### src/rtl/noc_pkg.sv
// rtl/noc_pkg.sv - shared field positions, flit layout and state encoding for the NoC transmitter
package noc_pkg;

   localparam int PAR_BIT     = 13;
   localparam int DST_MSB     = 12;
   localparam int DST_LSB     = 11;
   localparam int TYPE_MSB    = 10;
   localparam int TYPE_LSB    = 9;
   localparam int PAYLOAD_MSB = 8;
   localparam int PAYLOAD_LSB = 1;
   localparam int EOP_BIT     = 0;

   typedef enum logic [1:0] {
      REQ  = 2'd0,
      RESP = 2'd1,
      DATA = 2'd2,
      CTRL = 2'd3
   } noc_pkt_type_e;

   typedef struct packed {
      logic          par;
      logic [1:0]    dst;
      noc_pkt_type_e ptype;
      logic [7:0]    payload;
      logic          eop;
   } noc_flit_t;

   typedef enum logic [1:0] {
      IDLE = 2'd0,
      SEND = 2'd1,
      GAP  = 2'd2
   } tx_state_e;

   // Parity bit that makes the whole 14-bit flit even.
   function automatic logic flit_parity(input logic [PAR_BIT-1:0] body);
      return ^body;
   endfunction

endpackage

### src/rtl/noc_sync_fifo.sv
// rtl/noc_sync_fifo.sv - synchronous FIFO with wrap-bit pointers and occupancy count
module noc_sync_fifo #(
   parameter int WIDTH = 13,
   parameter int DEPTH = 4
) (
   input  logic                     clk,
   input  logic                     rst,
   input  logic                     push,
   input  logic [WIDTH-1:0]         wdata,
   input  logic                     pop,
   output logic [WIDTH-1:0]         rdata,
   output logic [$clog2(DEPTH):0]   count,
   output logic                     full,
   output logic                     empty
);

   localparam int AW = $clog2(DEPTH);

   logic [WIDTH-1:0] mem_q [DEPTH];
   logic [AW:0]      wr_ptr_q, wr_ptr_d;
   logic [AW:0]      rd_ptr_q, rd_ptr_d;
   logic             do_push, do_pop;

   // The extra pointer bit separates the full and empty cases when addresses match.
   assign count = wr_ptr_q - rd_ptr_q;
   assign empty = (wr_ptr_q == rd_ptr_q);
   assign full  = (wr_ptr_q[AW] != rd_ptr_q[AW]) && (wr_ptr_q[AW-1:0] == rd_ptr_q[AW-1:0]);
   assign rdata = mem_q[rd_ptr_q[AW-1:0]];

   always_comb begin
      do_push  = push && !full;
      do_pop   = pop && !empty;
      wr_ptr_d = wr_ptr_q + {{AW{1'b0}}, do_push};
      rd_ptr_d = rd_ptr_q + {{AW{1'b0}}, do_pop};
   end

   always_ff @(posedge clk or posedge rst) begin
      if (rst) begin
         wr_ptr_q <= '0;
         rd_ptr_q <= '0;
      end else begin
         wr_ptr_q <= wr_ptr_d;
         rd_ptr_q <= rd_ptr_d;
      end
   end

   always_ff @(posedge clk) begin
      if (do_push) begin
         mem_q[wr_ptr_q[AW-1:0]] <= wdata;
      end
   end

endmodule

### src/rtl/noc_packet_tx.sv
// rtl/noc_packet_tx.sv - local-side NoC packet transmitter with header lock, inter-packet gap and ack timeout
// Define NOC_TX_PARITY_EN to drive even parity on packet[13]; otherwise that bit is 0.
module noc_packet_tx #(
   parameter int DEPTH   = 4,
   parameter int GAP     = 1,
   parameter int TIMEOUT = 64
) (
   input  logic        clk,
   input  logic        rst,
   input  logic        src_valid,
   output logic        src_ready,
   input  logic [1:0]  src_dst_addr,
   input  logic [1:0]  src_type,
   input  logic [7:0]  src_data,
   input  logic        src_last,
   output logic [13:0] packet,
   output logic        packet_valid,
   input  logic        ack,
   output logic        tx_busy,
   output logic        tx_timeout,
   output logic [7:0]  pkt_count
);

   import noc_pkg::*;

   localparam int AW = $clog2(DEPTH);
   localparam int GW = (GAP > 1) ? $clog2(GAP) : 1;
   localparam int TW = (TIMEOUT > 0) ? $clog2(TIMEOUT + 1) : 1;

   tx_state_e     state_q, state_d;
   noc_flit_t     pkt_q, pkt_d;
   logic          valid_q, valid_d;
   logic [1:0]    hdr_dst_q, hdr_dst_d;
   noc_pkt_type_e hdr_type_q, hdr_type_d;
   logic          in_pkt_q, in_pkt_d;
   logic [GW-1:0] gap_cnt_q, gap_cnt_d;
   logic [TW-1:0] to_cnt_q, to_cnt_d;
   logic          timeout_q, timeout_d;
   logic [7:0]    pkt_count_q, pkt_count_d;

   logic [PAR_BIT-1:0] fifo_rdata;
   logic [PAR_BIT-1:0] body;
   logic [AW:0]        fifo_count;
   logic               fifo_full, fifo_empty;
   logic               head_valid, push, load, acked, eop_acked, in_pkt_eff;

   assign src_ready  = !fifo_full;
   assign push       = src_valid && src_ready;
   assign head_valid = (fifo_count != '0);

   noc_sync_fifo #(
      .WIDTH (PAR_BIT),
      .DEPTH (DEPTH)
   ) u_fifo (
      .clk   (clk),
      .rst   (rst),
      .push  (push),
      .wdata ({src_dst_addr, src_type, src_data, src_last}),
      .pop   (load),
      .rdata (fifo_rdata),
      .count (fifo_count),
      .full  (fifo_full),
      .empty (fifo_empty)
   );

   always_comb begin
      state_d     = state_q;
      pkt_d       = pkt_q;
      valid_d     = valid_q;
      hdr_dst_d   = hdr_dst_q;
      hdr_type_d  = hdr_type_q;
      gap_cnt_d   = gap_cnt_q;
      to_cnt_d    = to_cnt_q;
      pkt_count_d = pkt_count_q;
      load        = 1'b0;

      acked     = valid_q && ack;
      eop_acked = acked && pkt_q.eop;
      // A flit loaded on the same edge an EOP is acked starts a fresh packet.
      in_pkt_eff = in_pkt_q && !eop_acked;
      in_pkt_d   = in_pkt_eff;

      if (eop_acked) begin
         pkt_count_d = pkt_count_q + 8'd1;
      end

      case (state_q)
         IDLE: begin
            if (head_valid) begin
               load = 1'b1;
            end
         end
         SEND: begin
            if (acked) begin
               if (pkt_q.eop && (GAP > 0)) begin
                  state_d   = noc_pkg::GAP;
                  valid_d   = 1'b0;
                  gap_cnt_d = '0;
               end else if (head_valid) begin
                  load = 1'b1;
               end else begin
                  state_d = IDLE;
                  valid_d = 1'b0;
               end
            end else if ((TIMEOUT > 0) && (to_cnt_q != TW'(TIMEOUT))) begin
               to_cnt_d = to_cnt_q + TW'(1);
            end
         end
         noc_pkg::GAP: begin
            if (gap_cnt_q == GW'(GAP - 1)) begin
               state_d = IDLE;
            end else begin
               gap_cnt_d = gap_cnt_q + GW'(1);
            end
         end
         default: begin
            state_d = IDLE;
            valid_d = 1'b0;
         end
      endcase

      body = {in_pkt_eff ? hdr_dst_q : fifo_rdata[DST_MSB:DST_LSB],
              in_pkt_eff ? hdr_type_q : fifo_rdata[TYPE_MSB:TYPE_LSB],
              fifo_rdata[PAYLOAD_MSB:EOP_BIT]};

      if (load) begin
         state_d       = SEND;
         valid_d       = 1'b1;
         in_pkt_d      = 1'b1;
         to_cnt_d      = '0;
         pkt_d.dst     = body[DST_MSB:DST_LSB];
         pkt_d.ptype   = noc_pkt_type_e'(body[TYPE_MSB:TYPE_LSB]);
         pkt_d.payload = body[PAYLOAD_MSB:PAYLOAD_LSB];
         pkt_d.eop     = body[EOP_BIT];
`ifdef NOC_TX_PARITY_EN
         pkt_d.par     = flit_parity(body);
`else
         pkt_d.par     = 1'b0;
`endif
         hdr_dst_d     = body[DST_MSB:DST_LSB];
         hdr_type_d    = noc_pkt_type_e'(body[TYPE_MSB:TYPE_LSB]);
      end

      timeout_d = timeout_q || ((TIMEOUT > 0) && (to_cnt_d == TW'(TIMEOUT)));
   end

   always_ff @(posedge clk or posedge rst) begin
      if (rst) begin
         state_q     <= IDLE;
         pkt_q       <= '0;
         valid_q     <= 1'b0;
         hdr_dst_q   <= '0;
         hdr_type_q  <= REQ;
         in_pkt_q    <= 1'b0;
         gap_cnt_q   <= '0;
         to_cnt_q    <= '0;
         timeout_q   <= 1'b0;
         pkt_count_q <= '0;
      end else begin
         state_q     <= state_d;
         pkt_q       <= pkt_d;
         valid_q     <= valid_d;
         hdr_dst_q   <= hdr_dst_d;
         hdr_type_q  <= hdr_type_d;
         in_pkt_q    <= in_pkt_d;
         gap_cnt_q   <= gap_cnt_d;
         to_cnt_q    <= to_cnt_d;
         timeout_q   <= timeout_d;
         pkt_count_q <= pkt_count_d;
      end
   end

   assign packet       = pkt_q;
   assign packet_valid = valid_q;
   assign tx_busy      = (state_q != IDLE) || !fifo_empty;
   assign tx_timeout   = timeout_q;
   assign pkt_count    = pkt_count_q;

endmodule

### config.mk
export PLATFORM = sky130hd
export DESIGN_NAME = noc_packet_tx
export DESIGN_NICKNAME = d
export VERILOG_FILES = /design/src/rtl/noc_pkg.sv /design/src/rtl/noc_sync_fifo.sv /design/src/rtl/noc_packet_tx.sv
export SDC_FILE = /design/constraint.sdc
export NUM_CORES = 1
export LEC_CHECK = 0
export ABC_AREA = 1
export CAP_MARGIN = 20
export CORE_ASPECT_RATIO = 1.75
export CORE_MARGIN = 5
export CORE_UTILIZATION = 50
export CTS_CLUSTER_DIAMETER = 50
export DETAILED_ROUTE_END_ITERATION = 8
export MAX_ROUTING_LAYER = met4
export PLACE_DENSITY = 0.72
export SLEW_MARGIN = 15
export SYNTH_ARGS = -nofsm -noshare
export SYNTH_HDL_FRONTEND = slang
export SYNTH_SLANG_ARGS = --single-unit
export TNS_END_PERCENT = 1
### constraint.sdc
create_clock -name clk -period 3.6 [get_ports clk]
set_input_delay 0.36 -clock clk [delete_from_list [all_inputs] [get_ports clk]]
set_output_delay 0.36 -clock clk [all_outputs]
set_load 0.05 [all_outputs]
== Word level (Yosys, flattened, before mapping) ==
Memory sizes are Yosys's and may differ from the RTL's.
Index checks and enable logic that the tools add are counted.

* $add $sub $neg: 6
* Equal/unequal tests: 14
* Muxes and demuxes: 26
* Bitwise logic cells: 1
* Reduce and logical (&&, ||, !) cells: 21

{| class="wikitable"
|+ Operator list
! operator !! number
|-
| $mux W7 || 4
|-
| $mux W1 || 13
|-
| $mux W2 || 5
|-
| $add A8 B1 Y8 const B || 1
|-
| $add A7 B1 Y7 const B || 1
|-
| $eq A7 B7 Y1 const B || 1
|-
| $logic_and A1 B1 Y1 || 7
|-
| $ne A7 B7 Y1 const B || 1
|-
| $add A3 B1 Y3 || 2
|-
| $ne A3 B2 Y1 const B || 2
|-
| $pmux W1 S2 || 3
|-
| $pmux W2 S3 || 1
|-
| $reduce_and A3 Y1 || 2
|-
| $ne A2 B1 Y1 const B || 2
|-
| $ne A2 B2 Y1 const B || 2
|-
| $ne A4 B3 Y1 const B || 1
|-
| $reduce_and A4 Y1 || 1
|-
| $reduce_bool A2 Y1 || 2
|-
| $eq A3 B3 Y1 || 1
|-
| $logic_not A1 Y1 || 3
|-
| $reduce_bool A3 Y1 || 1
|-
| $sub A3 B3 Y3 || 1
|-
| $eq A2 B1 Y1 const B || 1
|-
| $eq A2 B2 Y1 || 1
|-
| other kinds (8) || 9
|}

* Flip-flop bits (word level): 40
* Memory bits (writable): 52
* Input bits: 17
* Output and inout port bits: 26
* Logic and storage cells: 82
* Memories: 1

{| class="wikitable"
|+ Memory list
! memory !! words !! bits a word !! rd ports !! clocked after Yosys merged registers in !! wr ports !! line !! text
|-
| u_fifo.mem_q || 4 || 13 || 1 || 0 || 1 || noc_sync_fifo.sv:19 || <nowiki>logic [WIDTH-1:0] mem_q [DEPTH];</nowiki>
|}

== Longest topological paths before layout ==
Gate-level depths: netlist of the first run.

* Depth in word-level cells: 9
* Gate-level depth with buffers: 15
* Depth with buffers taken out: 14

== Hierarchy ==
From an unflattened synthesis of the first run, not the netlist that was laid out.

* Cells, all modules: 398
* Area total of the unflattened synthesis: 4,149.0 um2

{| class="wikitable"
|+ By module, submodules not included
! module !! instances !! cells each !! area each (um2) !! seq. area each (um2)
|-
| noc_sync_fifo || 1 || 196 || 2,527.4 || 1,711.6
|-
| noc_packet_tx || 1 || 202 || 1,621.6 || 825.8
|}

== Worst setup path before layout of the first run ==
Ideal clock, no wire load.

* Path type: register -> register
* From: register u_fifo.rd_ptr_q[1]
* To: memory u_fifo.mem_q[0][0] (enable)
* Setup time: 0.400 ns
* Data arrival time: 2.529 ns
* Required time: 3.200 ns
* Slack: 0.671 ns
* Stages on the path, launching flop included: 9
* Buffers on the path: 1
* Period minus slack after synthesis: 2.929 ns
* Cells stage by stage: dfrtp_1 inv_1 clkbuf_1 ha_1 nand2_1 inv_1 nand3_2 nand2_1 nor3_1

* Cells in the longest elaborated chain, start to end: 7

{| class="wikitable"
|+ Ends and longest elaborated chain
! element !! line !! text
|-
| start, declared || noc_sync_fifo.sv:21 || <nowiki>logic [AW:0] rd_ptr_q, rd_ptr_d;</nowiki>
|-
| start signal, assigned || noc_sync_fifo.sv:43 || <nowiki>rd_ptr_q <= rd_ptr_d;</nowiki>
|-
| $eq A2 B2 Y1 * || noc_sync_fifo.sv:27 || <nowiki>assign full = (wr_ptr_q[AW] != rd_ptr_q[AW]) && (wr_ptr_q[AW-1:0] == rd_ptr_q[AW-1:0]);</nowiki>
|-
| $logic_and A1 B1 Y1 * || noc_sync_fifo.sv:27 ||
|-
| $logic_not A1 Y1 * || noc_packet_tx.sv:47 || <nowiki>assign src_ready = !fifo_full;</nowiki>
|-
| named net src_ready || noc_packet_tx.sv:11 || <nowiki>output logic src_ready,</nowiki>
|-
| $logic_and A1 B1 Y1 || noc_packet_tx.sv:48 || <nowiki>assign push = src_valid && src_ready;</nowiki>
|-
| $logic_and A1 B1 Y1 * || noc_sync_fifo.sv:31 || <nowiki>do_push = push && !full;</nowiki>
|-
| $mux W1 * || noc_sync_fifo.sv:48 || <nowiki>if (do_push) begin</nowiki>
|-
| $mux W1 (not written as such) * || noc_sync_fifo.sv:49 || <nowiki>mem_q[wr_ptr_q[AW-1:0]] <= wdata;</nowiki>
|-
| end, declared || noc_sync_fifo.sv:19 ||
|}

The timed path passes the listed nets; every way through them passes the cells marked *.

== Worst setup path in the final report of the first run ==
* From: register u_fifo.rd_ptr_q[1]
* To: output port tx_busy

* Cells in the longest elaborated chain, start to end: 3

{| class="wikitable"
|+ Ends and longest elaborated chain
! element !! line !! text
|-
| $eq A3 B3 Y1 || noc_sync_fifo.sv:26 || <nowiki>assign empty = (wr_ptr_q == rd_ptr_q);</nowiki>
|-
| $logic_not A1 Y1 || noc_packet_tx.sv:175 || <nowiki>assign tx_busy = (state_q != IDLE) || !fifo_empty;</nowiki>
|-
| $logic_or A1 B1 Y1 || noc_packet_tx.sv:175 ||
|-
| end, declared || noc_packet_tx.sv:19 || <nowiki>output logic tx_busy,</nowiki>
|}

Every way passes these cells.

==> impl_metrics.json, run 1 <==
{
  "status": "completed",
  "arrival_ps": 2570,
  "cts_max_level": 3,
  "ys_types": 28,
  "first_pass_iters": 4,
  "ctsHoldBuffers": 0,
  "vias_per_cell": 5.12,
  "yosysWarningCount": 0,
  "min_path_type": "in2async",
  "muxShareOfSynthArea": 0,
  "finClkSkew_ps": 5.84,
  "cts.repair.resized": 0,
  "p_sw_mw": 1.89,
  "critPathRequiredTime_ps": 3240,
  "syn_area_mm2": 0.00390,
  "slew_violations": 0,
  "nets": 442,
  "synth_edf_count": 52,
  "synth_commonest_cells": "65 x nor2_1, 59 x nand2_1, 52 x edfxtp_1, 39 x dfrtp_1, 33 x inv_1",
  "syn-num-nets": 394,
  "worst_path_most_repeated_cell": "inv_1",
  "design_power_total_mw": 4.49,
  "clock_sinks": 91,
  "synthXorXnorAreaFrac": 0.0202,
  "seq_area_frac_synth": 0.650,
  "synthArstFlopShare": 0.429,
  "layout-drive-gt1-share": 0.0998,
  "synth-simple-area-share": 0.185,
  "dp.final_hpwl_um": 5180,
  "insertion_delay_ps": 330,
  "whs_ps": 438,
  "grt_usage": 0.170,
  "root_buffer": "clkbuf_16",
  "place_area_mm2": 0.00441,
  "start_util": 0.512,
  "antenna_found_initial": 0,
  "yosys_most_used_dff": "edfxtp_1",
  "routed_wl_um": 7390,
  "finalCritPeriodShare": 0.815,
  "cts_max_path_buffers": 2,
  "endpoint_kind": "output port",
  "die_area_mm2": 0.00974,
  "grt_pass1_vias": 2685,
  "p_comb_frac": 0.434,
  "synthAdderAreaFrac": 0.0288,
  "syn_area_per_cell_um2": 10.6,
  "synth_top_area_cell": "edfxtp_1",
  "finalCoreUtilization": 0.618,
  "synth_compound_area_frac": 0.0590,
  "slowest_stage": "clkdlybuf4s50_1",
  "powerDensity_mw_per_mm2": 953,
  "ir_drop_mv": 0.502,
  "rsz0062_at_grt": "no",
  "setup_violations": 0,
  "leakagePower_nw": 2.03,
  "worst-setup-path-type": "reg2out",
  "seqPwrFrac": 0.364,
  "antenna_left": 0,
  "antenna_cells": 0,
  "synthMostInstantiatedCell": "nor2_1",
  "grt_max_degree": 40,
  "grt_pass1_wl_um": 12500,
  "syn2layout_area_growth_pct": 20.7,
  "cts_made_buffers": 9,
  "gp_congestion": 0.875,
  "fin_crit_ps": 2930,
  "hold_violations": 0,
  "internal-power_mw": 2.60,
  "post-cts-setup-buffers": 0,
  "ys_top_cells_by_area": "edfxtp_1 40%, dfrtp_1 25%, nor2_1 6.3%, nand2_1 5.7%, o21ai_0 3.5%",
  "pwr-share-clk": 0.202,
  "critPathMaxStageDelay_ps": 800,
  "core_mm2": 0.00762,
  "synth.ff_latch_count": 91,
  "num_vias": 2607,
  "rows": 42,
  "synth_top_family_by_area": "simple AND/OR/NAND/NOR gates",
  "postSynthCellCount": 368,
  "drc": 0,
  "worst-slew-pin-transition_ps": 678,
  "synth.top_cell.area_share": 0.400,
  "dr_wl_met3_um": 276,
  "cap_viol_max_count": 0,
  "timing.fmax_mhz": 341,
  "clkTransAtPathRegs_ps": 60,
  "io_buffers": 41,
  "cts_tree": "built",
  "tns_ps": 0,
  "wl_met1_um": 2740,
  "top_layer_used": "met4",
  "cp_max_fo": 14,
  "globalRoute.totalOverflow": 0,
  "pin_count": 43,
  "crit_path_start_kind": "flip-flop",
  "drt_iter0_drc": 130,
  "avgRoutedWirePerCell_um": 14.5,
  "route.met2.wl_um": 4140,
  "max_slew_margin": 0.547,
  "die_x_um": 76.8,
  "die_h_um": 127,
  "final_cell_area_mm2": 0.00471,
  "worstPathCellList": "inv_1 > ha_1 > nand2_1 > inv_1 > nand3_1 > inv_1 > nand3_1 > clkdlybuf4s50_1",
  "swShare": 0.421
}
==> final timing paths <==
path,endpoint,slack (ps),start,cells after the start
worst min register to register,pkt_count[7],470,pkt_count[7],1
worst max register to register,hdr_type_q[0],1180,u_fifo.rd_ptr_q[1],12
min in group clk,pkt_count[7],470,pkt_count[7],1
worst max-delay path,tx_busy,670,u_fifo.rd_ptr_q[1],8
worst min-delay path,pkt_count[5],440,rst,3
max in group asynchronous,packet[4],2830,rst,3
==> logic make-up after synthesis <==
group,count (synthesis)
other,1
xor gates and xnor gates,9
and+or+nand+nor,164
adders and majority gates,9
AOI/OAI and AO/OA,43
buffers and inverters,51
DFF,91
==> flip-flops by register name, summed over array words and instances, names as in the netlist <==
register	flops
to_cnt_q	7
tx_timeout	1
u_fifo.wr_ptr_q	3
u_fifo.rd_ptr_q	3
in_pkt_q	1
hdr_type_q	2
packet	9
hdr_dst_q	2
packet_valid	1
state_q	2
pkt_count	8
u_fifo.mem_q	52
==> metal layers <==
layer | vias to the layer above | GRT usage
met2 | 47 | 0.298
li1 | 1311 | -
met1 | 1231 | 0.166
met4 | 0 | 0.102
met5 | - | -
met3 | 18 | 0.0397
==> worst max-delay path, delay by kind of cell, from the launching register on <==
kind	cells	cell delay, ps
buffers and inverters	4	1040
adder cells (fa/ha/maj)	1	330
AND/OR/NAND/NOR	3	230
flip-flops	1	640
==> placed cells by master, fill, tap and decap left out, drive strengths merged <==
cell type	n
conb	1
xor2	6
o21ai	29
ha	9
dfrtp	39
nand4	4
a31oi	8
clkbuf	13
xnor2	3
nor2	71
clkdlybuf4s50	41
o22ai	4
nand2	63
nand3	22
edfxtp	52
a21oi	2
clkinv	5
buf	7
nor3	4
inv	38
==> power by group through the flow <==
stage | Clock, mW | Sequential [mW] | Combinational (mW)
4_1_cts | 0.929 | 1.64 | 1.98
2_1_floorplan | 0 | 1.95 | 1.12
5_1_grt | 0.969 | 1.67 | 2.17
3_3_place_gp | 0 | 1.64 | 1.92
6_report | 0.908 | 1.63 | 1.95
3_5_place_dp | 0 | 1.65 | 1.97
==> metrics by stage <==
stage,std cells,setup WS [ps]
finish,509,666
floorplan,368,671
global route,509,444
global placement,493,1060
CTS,509,615
detailed placement,493,981
==> cell type report <==
| class | instances | area, um^2 |
|---|---|---|
| clock inverter | 3 | 18.8 |
| sequential | 91 | 2540 |
| timing repair buffer | 48 | 463 |
| fill | 630 | 2910 |
| multi-input combinational | 226 | 1150 |
| clock buffer | 13 | 282 |
| tap | 88 | 110 |
| inverter | 40 | 151 |
Power figures use the tool's default switching activity.
==> run 2: changes to the inputs <==
--- a/config.mk
+++ b/config.mk
@@ -13,7 +13,7 @@
 export CTS_CLUSTER_DIAMETER = 50
 export DETAILED_ROUTE_END_ITERATION = 8
 export MAX_ROUTING_LAYER = met4
-export PLACE_DENSITY = 0.72
+export PLACE_DENSITY = 0.75
 export SLEW_MARGIN = 15
 export SYNTH_ARGS = -nofsm -noshare
 export SYNTH_HDL_FRONTEND = slang
==> constraint.sdc (replaced) <==
create_clock -name clk -period 2.46 [get_ports clk]
set_input_delay 0.246 -clock clk [delete_from_list [all_inputs] [get_ports clk]]
set_output_delay 0.246 -clock clk [all_outputs]
set_load 0.05 [all_outputs]
==> run 2 against run 1 <==
Count of clock-buffer cells in the layout down 2. Clock skew up 2.2 ps. Via count up 3.4%. Flip-flop and latch count unchanged. Worst setup slack worse by 330 ps. Design area up 1.5%. Combinational power up 54%. Hold slack worse by 110 ps. Sequential power up 45%. Utilization up 0.90 points. Non-clock buffer count up 1. Critical path type is now reg2reg. Largest power group unchanged. Highest routed layer unchanged.
==> impl_metrics.json, run 2 (synthesized netlist as in run 1, its figures left out) <==
{
  "status": "completed",
  "drc": 0,
  "crit_path_start_kind": "flip-flop",
  "globalRoute.totalOverflow": 0,
  "cts.repair.resized": 0,
  "die_h_um": 127,
  "place_inst": 494,
  "rsz0062_at_grt": "no",
  "post-cts-setup-buffers": 0,
  "cp_max_fo": 25,
  "final.fill_count": 601,
  "grt_max_degree": 40,
  "p_sw_mw": 2.84,
  "routed_wl_um": 7590,
  "final_common_cell": "nor2_1",
  "cts_made_buffers": 9,
  "leakagePower_nw": 2.05,
  "avgRoutedWirePerCell_um": 14.9,
  "cts_tree": "built",
  "multi_input_area_mm2": 0.00117,
  "clock_sinks": 91,
  "die_x_um": 76.8,
  "tns_ps": 0,
  "antenna_left": 0,
  "root_buffer": "clkbuf_16",
  "core_mm2": 0.00762,
  "gp_congestion": 0.897,
  "p_comb_frac": 0.443,
  "die_area_mm2": 0.00974,
  "grt_pass1_vias": 2721,
  "swShare": 0.419,
  "layout-drive-gt1-share": 0.116,
  "mostFrequentLayoutCells": "65 x nor2_1, 59 x nand2_1, 52 x edfxtp_1",
  "nets": 443,
  "insertion_delay_ps": 340,
  "arrival_ps": 2350,
  "design_power_total_mw": 6.77,
  "whs_ps": 330,
  "start_util": 0.512,
  "antenna_cells": 0,
  "largest_reg_flops": 52,
  "critPathRequiredTime_ps": 2680,
  "pwr-share-clk": 0.209,
  "finClkSkew_ps": 8.06,
  "vias_per_cell": 5.28,
  "finalCoreUtilization": 0.627,
  "cts_max_path_buffers": 2,
  "max_slew_margin": 0.538,
  "rows": 42,
  "seqPwrFrac": 0.348,
  "seq_area_mm2": 0.00254,
  "powerDensity_mw_per_mm2": 1420,
  "dp.final_hpwl_um": 5220,
  "setup_violations": 0,
  "internal-power_mw": 3.93,
  "worst-setup-path-type": "reg2reg",
  "io_buffers": 41,
  "timing.fmax_mhz": 471,
  "ctsHoldBuffers": 0,
  "first_pass_iters": 4,
  "endpoint_kind": "flip-flop",
  "cts_max_level": 3,
  "worst-slew-pin-transition_ps": 692,
  "fin_crit_ps": 2120,
  "clkTransAtPathRegs_ps": 60,
  "grt_usage": 0.171,
  "ir_drop_mv": 0.864,
  "slew_violations": 0,
  "syn2layout_area_growth_pct": 22.4,
  "min_path_type": "in2async",
  "drt_iter0_drc": 123,
  "finalCritPeriodShare": 0.863,
  "cap_viol_max_count": 0,
  "num_vias": 2695,
  "pin_count": 43,
  "grt_pass1_wl_um": 12500,
  "hold_violations": 0,
  "antenna_found_initial": 0,
  "finalNonFillerCells": 510
}
[run 2: changes by cell type in the layout (fill, tap and decap cells not counted), moves of 2 or more]
cell / change
buf_12: +2
clkdlybuf4s50_1: -2
clkinv_2: -2
clkinvlp_4: +2
nor3_1: -4
nor3_2: +4
[run 2: final cells by class]
cell class | count | share of cell area
Clock buffer | 11 | 0.0552
Clock inverter | 5 | 0.0120
Inverter | 40 | 0.0317
Multi-Input combinational cell | 226 | 0.245
Sequential cell | 91 | 0.531
Tap cell | 88 | 0.0230
Timing Repair Buffer | 49 | 0.103
[run 2: through the flow]
step,instance area (um^2),setup slack [ps]
final,4780,336
after CTS,4780,313
after global routing,4780,53.2
after global placement,4460,412
after floorplan,3920,-122
after detailed placement,4460,323
[run 2: worst paths after layout]
check | startpoint | to | slack (ps) | cells after the start
worst max-delay path | u_fifo.wr_ptr_q[0] | hdr_dst_q[1] | 340 | 12
worst min-delay path | rst | pkt_count[7] | 330 | 3
worst max register to register | u_fifo.wr_ptr_q[0] | hdr_dst_q[1] | 340 | 12
worst min register to register | tx_timeout | tx_timeout | 470 | 2
max in group asynchronous | rst | packet[1] | 1770 | 3
min in group clk | tx_timeout | tx_timeout | 470 | 2
[run 2: power groups by stage]
stage | logic (mW) | clock network (mW) | registers [mW]
after floorplan | 1.66 | 0 | 2.86
after global placement | 2.91 | 0 | 2.37
after detailed placement | 3.02 | 0 | 2.38
after CTS | 3.04 | 1.45 | 2.36
after global routing | 3.30 | 1.50 | 2.41
final | 3.00 | 1.42 | 2.36
[run 2: worst max-delay path, stage by stage (launching register included)]
cell	delay (ps)
dfrtp_1	420
inv_1	110
ha_1	280
nand2_1	60
inv_1	50
nand3_2	100
nand2_1	60
nand2_1	70
nand2_2	150
inv_2	370
nand2_1	190
nand2_1	100
nand2_1	50
[run 2: layer usage]
layer	share of wire	GRT usage
met1	0.36	0.169
met2	0.57	0.306
met3	0.038	0.0234
met4	0.030	0.111
met5	0	-
